<file path="config.mk">
export PLATFORM = sky130hd
export DESIGN_NAME = ifid_redirect
export DESIGN_NICKNAME = d
export VERILOG_FILES = /design/src/rtl/if_pkg.sv /design/src/rtl/ifid_fifo2.sv /design/src/rtl/ifid_redirect.sv
export SDC_FILE = /design/constraint.sdc
export NUM_CORES = 1
export LEC_CHECK = 0
export ABC_AREA = 1
export CORE_UTILIZATION = 48
export CTS_CLUSTER_SIZE = 8
export DETAILED_ROUTE_END_ITERATION = 6
export PLACE_DENSITY = 0.75
export SYNTH_ARGS = -nofsm -noshare
export SYNTH_HDL_FRONTEND = slang
export SYNTH_HIERARCHICAL = 1
export SYNTH_SLANG_ARGS = --single-unit
</file>
<file path="constraint.sdc">
create_clock -name clock -period 10.6 [get_ports clock]
set_clock_uncertainty 0.05 [all_clocks]
set_input_delay 1.06 -clock clock [delete_from_list [all_inputs] [get_ports clock]]
set_output_delay 1.06 -clock clock [all_outputs]
set_load 0.02 [all_outputs]
</file>
<file path="src/rtl/if_pkg.sv">
// Shared definitions for the ifetch -> decode handoff: opcodes, FSM state,
// queue entry layout and immediate decoders.
package if_pkg;

    localparam logic [6:0] OPC_JAL    = 7'b1101111;
    localparam logic [6:0] OPC_BRANCH = 7'b1100011;

    // RUN examines the incoming instruction; SQUASH drops the wrong-path one.
    typedef enum logic {
        RUN    = 1'b0,
        SQUASH = 1'b1
    } if_state_t;

    typedef struct packed {
        logic [31:0] instr;
        logic [31:0] pc;
        logic        pred_taken;
    } if_entry_t;

    // J-type immediate: sext{i[31], i[19:12], i[20], i[30:21], 0}
    function automatic logic [31:0] imm_j(input logic [31:0] i);
        return {{11{i[31]}}, i[31], i[19:12], i[20], i[30:21], 1'b0};
    endfunction

    // B-type immediate: sext{i[31], i[7], i[30:25], i[11:8], 0}
    function automatic logic [31:0] imm_b(input logic [31:0] i);
        return {{19{i[31]}}, i[31], i[7], i[30:25], i[11:8], 1'b0};
    endfunction

endpackage

</file>
<file path="src/rtl/ifid_fifo2.sv">
// Two-entry in-order queue of fetched instructions toward decode.
// Push and pop may coincide at any occupancy; flush empties it and wins over
// a same-cycle push. Head reads as all-zero while empty.
module ifid_fifo2
    import if_pkg::*;
#(
    parameter int DEPTH = 2
) (
    input  logic      clock,
    input  logic      reset,
    input  logic      push,
    input  if_entry_t entry_in,
    input  logic      pop,
    input  logic      flush,
    output if_entry_t head,
    output logic      full,
    output logic [1:0] count
);

    logic [1:0] count_q;
    if_entry_t  slot0;
    if_entry_t  slot1;

    // Occupancy counter; flush drops everything after a same-cycle pop.
    always_ff @(posedge clock or posedge reset) begin
        if (reset) begin
            count_q <= 2'd0;
        end else if (flush) begin
            count_q <= 2'd0;
        end else begin
            case ({push, pop})
                2'b10:   count_q <= count_q + 2'd1;
                2'b01:   count_q <= count_q - 2'd1;
                default: count_q <= count_q;
            endcase
        end
    end

    // Entry storage: slot0 is always the head, slot1 the one behind it.
    // NOTE: storage is left unreset; count_q alone qualifies it and the
    // head is masked to zero while empty, so the data flops need no reset.
    always_ff @(posedge clock) begin
        if (pop) begin
            if (push && count_q == 2'd1) begin
                slot0 <= entry_in;
            end else begin
                slot0 <= slot1;
            end
            if (push && count_q == 2'd2) begin
                slot1 <= entry_in;
            end
        end else if (push) begin
            if (count_q == 2'd0) begin
                slot0 <= entry_in;
            end else begin
                slot1 <= entry_in;
            end
        end
    end

    assign head  = (count_q != 2'd0) ? slot0 : '0;
    assign full  = (count_q == 2'(DEPTH));
    assign count = count_q;

endmodule

</file>
<file path="src/rtl/ifid_redirect.sv">
// Consumer end of the ifetch interface. Accepts one instruction per cycle,
// buffers it toward decode, and redirects fetch for JAL, execute-stage
// flushes and back-pressure replay (refetch of the instruction that found
// the queue full). Every redirect costs one squashed wrong-path cycle.
// Optional: define STATIC_BTFN_EN to predict backward B-type branches taken.
module ifid_redirect
    import if_pkg::*;
#(
    parameter logic [31:0] RESET_PC = 32'h0000_0000,
    parameter int          DEPTH    = 2
) (
    input  logic        clock,
    input  logic        reset,
    input  logic [31:0] if_instruction,
    input  logic [31:0] if_pc,
    output logic [31:0] branch_pc,
    output logic        npc_control,
    output logic        id_valid,
    input  logic        id_ready,
    output logic [31:0] id_instruction,
    output logic [31:0] id_pc,
    output logic        id_pred_taken,
    input  logic        ex_redirect,
    input  logic [31:0] ex_target
);

    if_state_t   state;
    if_entry_t   in_entry;
    if_entry_t   head;
    logic [1:0]  count;
    logic [6:0]  opcode;
    logic [31:0] target;
    logic        full;
    logic        pop;
    logic        push;
    logic        flush;
    logic        redirect;
    logic        pred;

    assign opcode = if_instruction[6:0];
    assign pop    = id_valid & id_ready;

    // Per-cycle decision: execute flush, then replay, then accept.
    // NOTE: every output of this block gets a default first, so no path
    // leaves one unassigned and no latch is inferred.
    always_comb begin
        push     = 1'b0;
        flush    = 1'b0;
        redirect = 1'b0;
        pred     = 1'b0;
        target   = branch_pc;
        if (ex_redirect) begin
            flush    = 1'b1;
            redirect = 1'b1;
            target   = ex_target;
        end else if (state == RUN) begin
            if (full && !pop) begin
                redirect = 1'b1;
                target   = if_pc;
            end else begin
                push = 1'b1;
                if (opcode == OPC_JAL) begin
                    redirect = 1'b1;
                    pred     = 1'b1;
                    target   = if_pc + imm_j(if_instruction);
                end
`ifdef STATIC_BTFN_EN
                else if (opcode == OPC_BRANCH && if_instruction[31]) begin
                    redirect = 1'b1;
                    pred     = 1'b1;
                    target   = if_pc + imm_b(if_instruction);
                end
`endif
            end
        end
    end

    assign in_entry = '{instr: if_instruction, pc: if_pc, pred_taken: pred};

    ifid_fifo2 #(
        .DEPTH(DEPTH)
    ) u_fifo (
        .clock   (clock),
        .reset   (reset),
        .push    (push),
        .entry_in(in_entry),
        .pop     (pop),
        .flush   (flush),
        .head    (head),
        .full    (full),
        .count   (count)
    );

    assign id_valid       = (count != 2'd0);
    assign id_instruction = head.instr;
    assign id_pc          = head.pc;
    assign id_pred_taken  = head.pred_taken;

    // Redirect registers and FSM: a redirect strobes npc_control and
    // squashes exactly the next incoming instruction.
    // NOTE: sequential state uses non-blocking assignments so every flop
    // samples pre-edge values regardless of statement order.
    always_ff @(posedge clock or posedge reset) begin
        if (reset) begin
            state       <= RUN;
            npc_control <= 1'b0;
            branch_pc   <= RESET_PC;
        end else begin
            npc_control <= redirect;
            state       <= redirect ? SQUASH : RUN;
            if (redirect) begin
                branch_pc <= target;
            end
        end
    end

endmodule

</file>
# Word level (Yosys, flattened, before mapping)
# Cells that the tools add are included.
# word_totals
ff_bits,166
inputBits,100
output_inout_bits,99
# op_classes
add_sub_neg,3
n_mux,27
bitwise_logic,1
n_reduce_logical,13
n_eq_ne,8
# op_table
op,count
$mux 65,9
$mux 32,4
$add 32x32->32,1
$mux 1,12
$eq 7x7->1 const B,1
$reduce_and 3->1,2
$reduce_bool 2->1,3
$reduce_bool 3->1,2
$eq 2x1->1 const B,2
$eq 2x2->1 const B,2
$ne 2x2->1 const B,2
$pmux 2 s2,1
$logic_and 1x1->1,3
$add 2x1->2 const B,1
$logic_not 2->1,1
$mux 2,1
$ne 2x1->1 const B,1
$reduce_and 2->1,1
$sub 2x1->2 const B,1
$and 1x1->1,1
$logic_not 1->1,1

# Depth between registers and ports, before layout
# depth
depth_word,10
mapped_depth,15

# Cells and area by module
# The synthesis kept the hierarchy.
# modules_own_cells
module,cells_per_inst,n_inst,area_per_inst_um2,seq_area_each_um2
ifid_fifo2,505,1,5560.3,3953.8
ifid_redirect,760,1,4182.8,825.8

# Least setup slack after synthesis
# OpenSTA, ideal clock, no wires.
# synth_path
kind,input to register
startpoint,in id_ready
endpoint,reg u_fifo/slot1[0] (netlist bit) (enable)
required_time_ns,10.041
setup_slack_ns,4.978
path_buffers,0
setup_time_ns,0.509
cell_stages,8
t_arrival_ns,5.063
cell_sequence,nand2_2 -> nand2_4 -> inv_4 -> nor2_1 -> inv_1 -> nor2_1 -> o21ai_0 -> a21oi_1
# synth_between
elab_chain_len,9
elab_cells_between_ends,11
cone_classes,eq/ne (2); mux (3); bitwise (1); reduce/logical (5)
# synth_lines
item,line_no,text
from (decl),ifid_redirect.sv:19,"input logic id_ready,"
$and 1x1->1 (*),ifid_redirect.sv:41,assign pop = id_valid & id_ready;
$logic_not 1->1 (*),ifid_redirect.sv:57,if (full && !pop) begin
$logic_and 1x1->1 (*),ifid_redirect.sv:57,
$mux 1 (*),ifid_redirect.sv:57,
$mux 1 (*),ifid_redirect.sv:56,end else if (state == RUN) begin
$mux 1 (*),ifid_redirect.sv:52,if (ex_redirect) begin
named net push,ifid_redirect.sv:35,logic push;
$logic_and 1x1->1,ifid_fifo2.sv:49,if (push && count_q == 2'd2) begin
$ne 2x1->1 (no line),-,
$reduce_and 3->1 (no line) (*),-,
to (signal assigned),ifid_fifo2.sv:50,slot1 <= entry_in;
to (signal assigned),ifid_fifo2.sv:56,slot1 <= entry_in;
to (decl),ifid_fifo2.sv:22,if_entry_t slot1;
# Mark *: on every way through the listed nets, which the timed path passes. The rest lies on a longest branch.
# A chain may end at the register's enable or synchronous reset.

# Final worst setup path
# layout_path
startpoint,in id_ready
endpoint,reg u_fifo/slot1[12] (netlist bit) (enable)
# Same word-level chain as after synthesis.

==> flow_metrics.tcl <==
set metrics [dict create \
    status "finished, final reports clean" \
    synth-edff-count 130 \
    nNetsFinal 1583 \
    switching_share 0.3661 \
    r2r_cells 10 \
    p_leak_nw 5.875 \
    hold_ws_ns 0.4386 \
    ys_top_cells_by_count "393 x nand2_1, 249 x inv_1, 156 x nor2_1, 130 x edfxtp_1, 52 x nand3_1" \
    end_kind "flip-flop" \
    slowest_stage "buf_4" \
    post-place-ws_ns 5.928 \
    yosysMostFrequentCell "nand2_1" \
    cts_setup_buffers 0 \
    htreeDepth 4 \
    yosys.cell_types.count 36 \
    core_area_um2 19650 \
    fin_util 0.6345 \
    place_congestion 0.8935 \
    overflow 0 \
    route.antenna.remaining_nets 0 \
    slew_viol_final 0 \
    max_stage_delay_ns 0.65 \
    holdPathEnd "branch_pc[22]" \
    drive_above_1_share 0.03283 \
    syn-num-nets 1399 \
    whs_path_depth 2 \
    synth_ff_type "edfxtp_1" \
    postPlaceCellArea_um2 11860 \
    setup_slack_ns 6.261 \
    fin_area_um2 12470 \
    num_antenna_cells 0 \
    avgSynthCellArea_um2 7.702 \
    max-slew-margin-rel 0.4084 \
    r2r_start "u_fifo/count[0]" \
    cts-resized-gates 0 \
    clk_latency_ns 0.42 \
    fill_cells 1734 \
    period_share 0.4094 \
    clkPwrFrac 0.246 \
    num_rows 51 \
    dp_cells 1695 \
    cts_tree "yes" \
    ioPinCount 199 \
    rsz0062_at_grt "false" \
    seqPwrFrac 0.358 \
    grt_max_degree 101 \
    grt.total_usage 0.2697 \
    ir_worst_vdd_uv 116.0 \
    r2r_slack_ns 6.67 \
    drt_iter0_drc 681 \
    synth_top_area_frac 0.4007 \
    total_power_mw 2.625 \
    clock_path_buffers 2 \
    synthesis.area_um2 9743 \
    crit_arrival_ns 4.34 \
    path_max_fanout 50 \
    yosysTopAreaCell "edfxtp_1" \
    crit_type "input pin to flip-flop" \
    vias 8506 \
    hpwl_mm 20.55 \
    die_w_um 144.5 \
    drc 0 \
    path_common_cell "nor2_1" \
    worst_ep_required_time_ns 10.60 \
    postSynthCellCount 1265 \
    cts_root_buf "clkbuf_16" \
    power.internal_mw 1.664 \
    grt_pass1_wl_mm 42.01 \
    worstMarginPinSlew_ns 0.8873 \
    hp-start "branch_pc[22]" \
    syn2layout_area_growth_pct 27.98 \
    hold_path.class "flip-flop to flip-flop" \
    finalSetupViolations 0 \
    detail_route.vias_per_cell 4.925 \
    regToRegEndpoint "u_fifo/slot1[12]" \
    synthArstFlopShare 0.2121 \
    drt_wl_total_mm 27.03 \
    wl_per_cell_um 15.65 \
    dieArea_um2 20870 \
    fmax_mhz 230.5 \
    cts.sinks 165 \
    worstSetupStartpointType "input pin" \
    antenna_found_initial 0 \
    cts_made_buffers 17 \
    pwr_density_cell_nw_per_um2 210.5 \
    ys_seq_area_frac 0.4906 \
    clk_pin_slew_ns 0.07 \
    p_comb_frac 0.396 \
    port_buffers 198 \
    synth_seq_cells 165 \
    drt_first_pass_iters 5 \
    max_cap_viol_count 0 \
    finalHoldViolations 0 \
    p_sw_mw 0.9608 \
    path_cells "clkdlybuf4s50_1, nand2_2, nand2_4, inv_4, nor2_1, inv_1, nor2_1, o21ai_0, a21oi_4, buf_4" \
    yosysWarnings 6 \
    fin_crit_ns 4.339 \
    synthTopCellsByArea "edfxtp_1 40%, nand2_1 15%, inv_1 9.6%" \
    grt_pass1_vias 7997 \
    hold_buffers 0 \
    dieHeight_um 144.5 \
    finalSetupTns_ns 0 \
    initial_core_util 0.4957 \
    final_cells 1727 \
]
## sequential cells by signal, indices dropped and copies added (netlist names)
signal        flops
npc_control       1
u_fifo/slot0     65
u_fifo/count      2
branch_pc        32
u_fifo/slot1     65
## routing by layer
layer | vias to the layer above | track usage | part of all wire
met5 | - | 0 | 0
met4 | 0 | 0.07313 | 0.016
met3 | 31 | 0.04536 | 0.062
met2 | 270 | 0.4456 | 0.48
met1 | 3904 | 0.3655 | 0.44
li1 | 4301 | - | -
## kinds of logic (layout without fill, tap and decap cells)
logic type / after synthesis / in the layout / synth area share
xor gates and xnor gates: 12 / 12 / 0.01079
AOI/OAI and AO/OA: 139 / 139 / 0.07577
DFF: 165 / 165 / 0.4906
adders and majority gates: 34 / 34 / 0.04443
and+or+nand+nor: 624 / 624 / 0.2540
buffers and inverters: 291 / 488 / 0.1244
## placed cells by master, fill, tap and decap left out, drive strengths merged, types with 2 or more instances in the layout
cell type      Yosys  final
o21bai             3      3
nor2             156    156
bufinv             0      3
o21ai             86     86
xnor2              8      8
clkinv             0      2
buf               28      6
and2               3      3
dfrtp             35     35
a21oi             42     42
nand4              6      6
nand3b             3      3
clkbuf            11     18
a211oi             2      2
o211ai             3      3
clkdlybuf4s50      0    198
nand2            396    396
ha                33     33
inv              252    259
edfxtp           130    130
nor3               6      6
nand3             52     52
clkinvlp           0      2
xor2               4      4
## power groups by stage
stage	Clock [mW]	Combinational [mW]	Sequential (mW)
detailed placement	0	1.04	0.953
global placement	0	1.01	0.947
finish	0.646	1.04	0.941
floorplan	0	0.577	0.987
CTS	0.653	1.04	0.941
global route	0.682	1.13	0.953
## layout make-up
type / count / area, um2 / area share
Timing Repair Buffer: 204 / 2027 / 0.1626
Multi-Input combinational cell: 809 / 3767 / 0.3021
Sequential cell: 165 / 4780 / 0.3833
Clock buffer: 18 / 429.2 / 0.03442
Tap cell: 265 / 331.6 / 0.02659
Inverter: 252 / 950.9 / 0.07626
Clock inverter: 14 / 183.9 / 0.01475
## how the worst max path moves through the flow
stage / startpoint / end / slack (ns) / cells after the start
6_report: id_ready / u_fifo/slot1[12] / 6.26 / 10
3_3_place_gp: id_ready / u_fifo/slot1[62] / 6.00 / 10
2_1_floorplan: id_ready / u_fifo/slot1[0] / 4.98 / 8
4_1_cts: id_ready / u_fifo/slot1[56] / 6.36 / 10
5_1_grt: id_ready / u_fifo/slot0[28] / 6.11 / 10
3_5_place_dp: id_ready / u_fifo/slot1[60] / 5.93 / 10
## worst max-delay path: cells and delay by family
| kind | cells | cell delay [ns] |
|---|---|---|
| AOI/OAI and AO/OA | 2 | 0.80 |
| buffers and inverters | 4 | 1.51 |
| and+or+nand+nor | 4 | 0.92 |
Note: power is estimated with default switching activity, not from simulation.
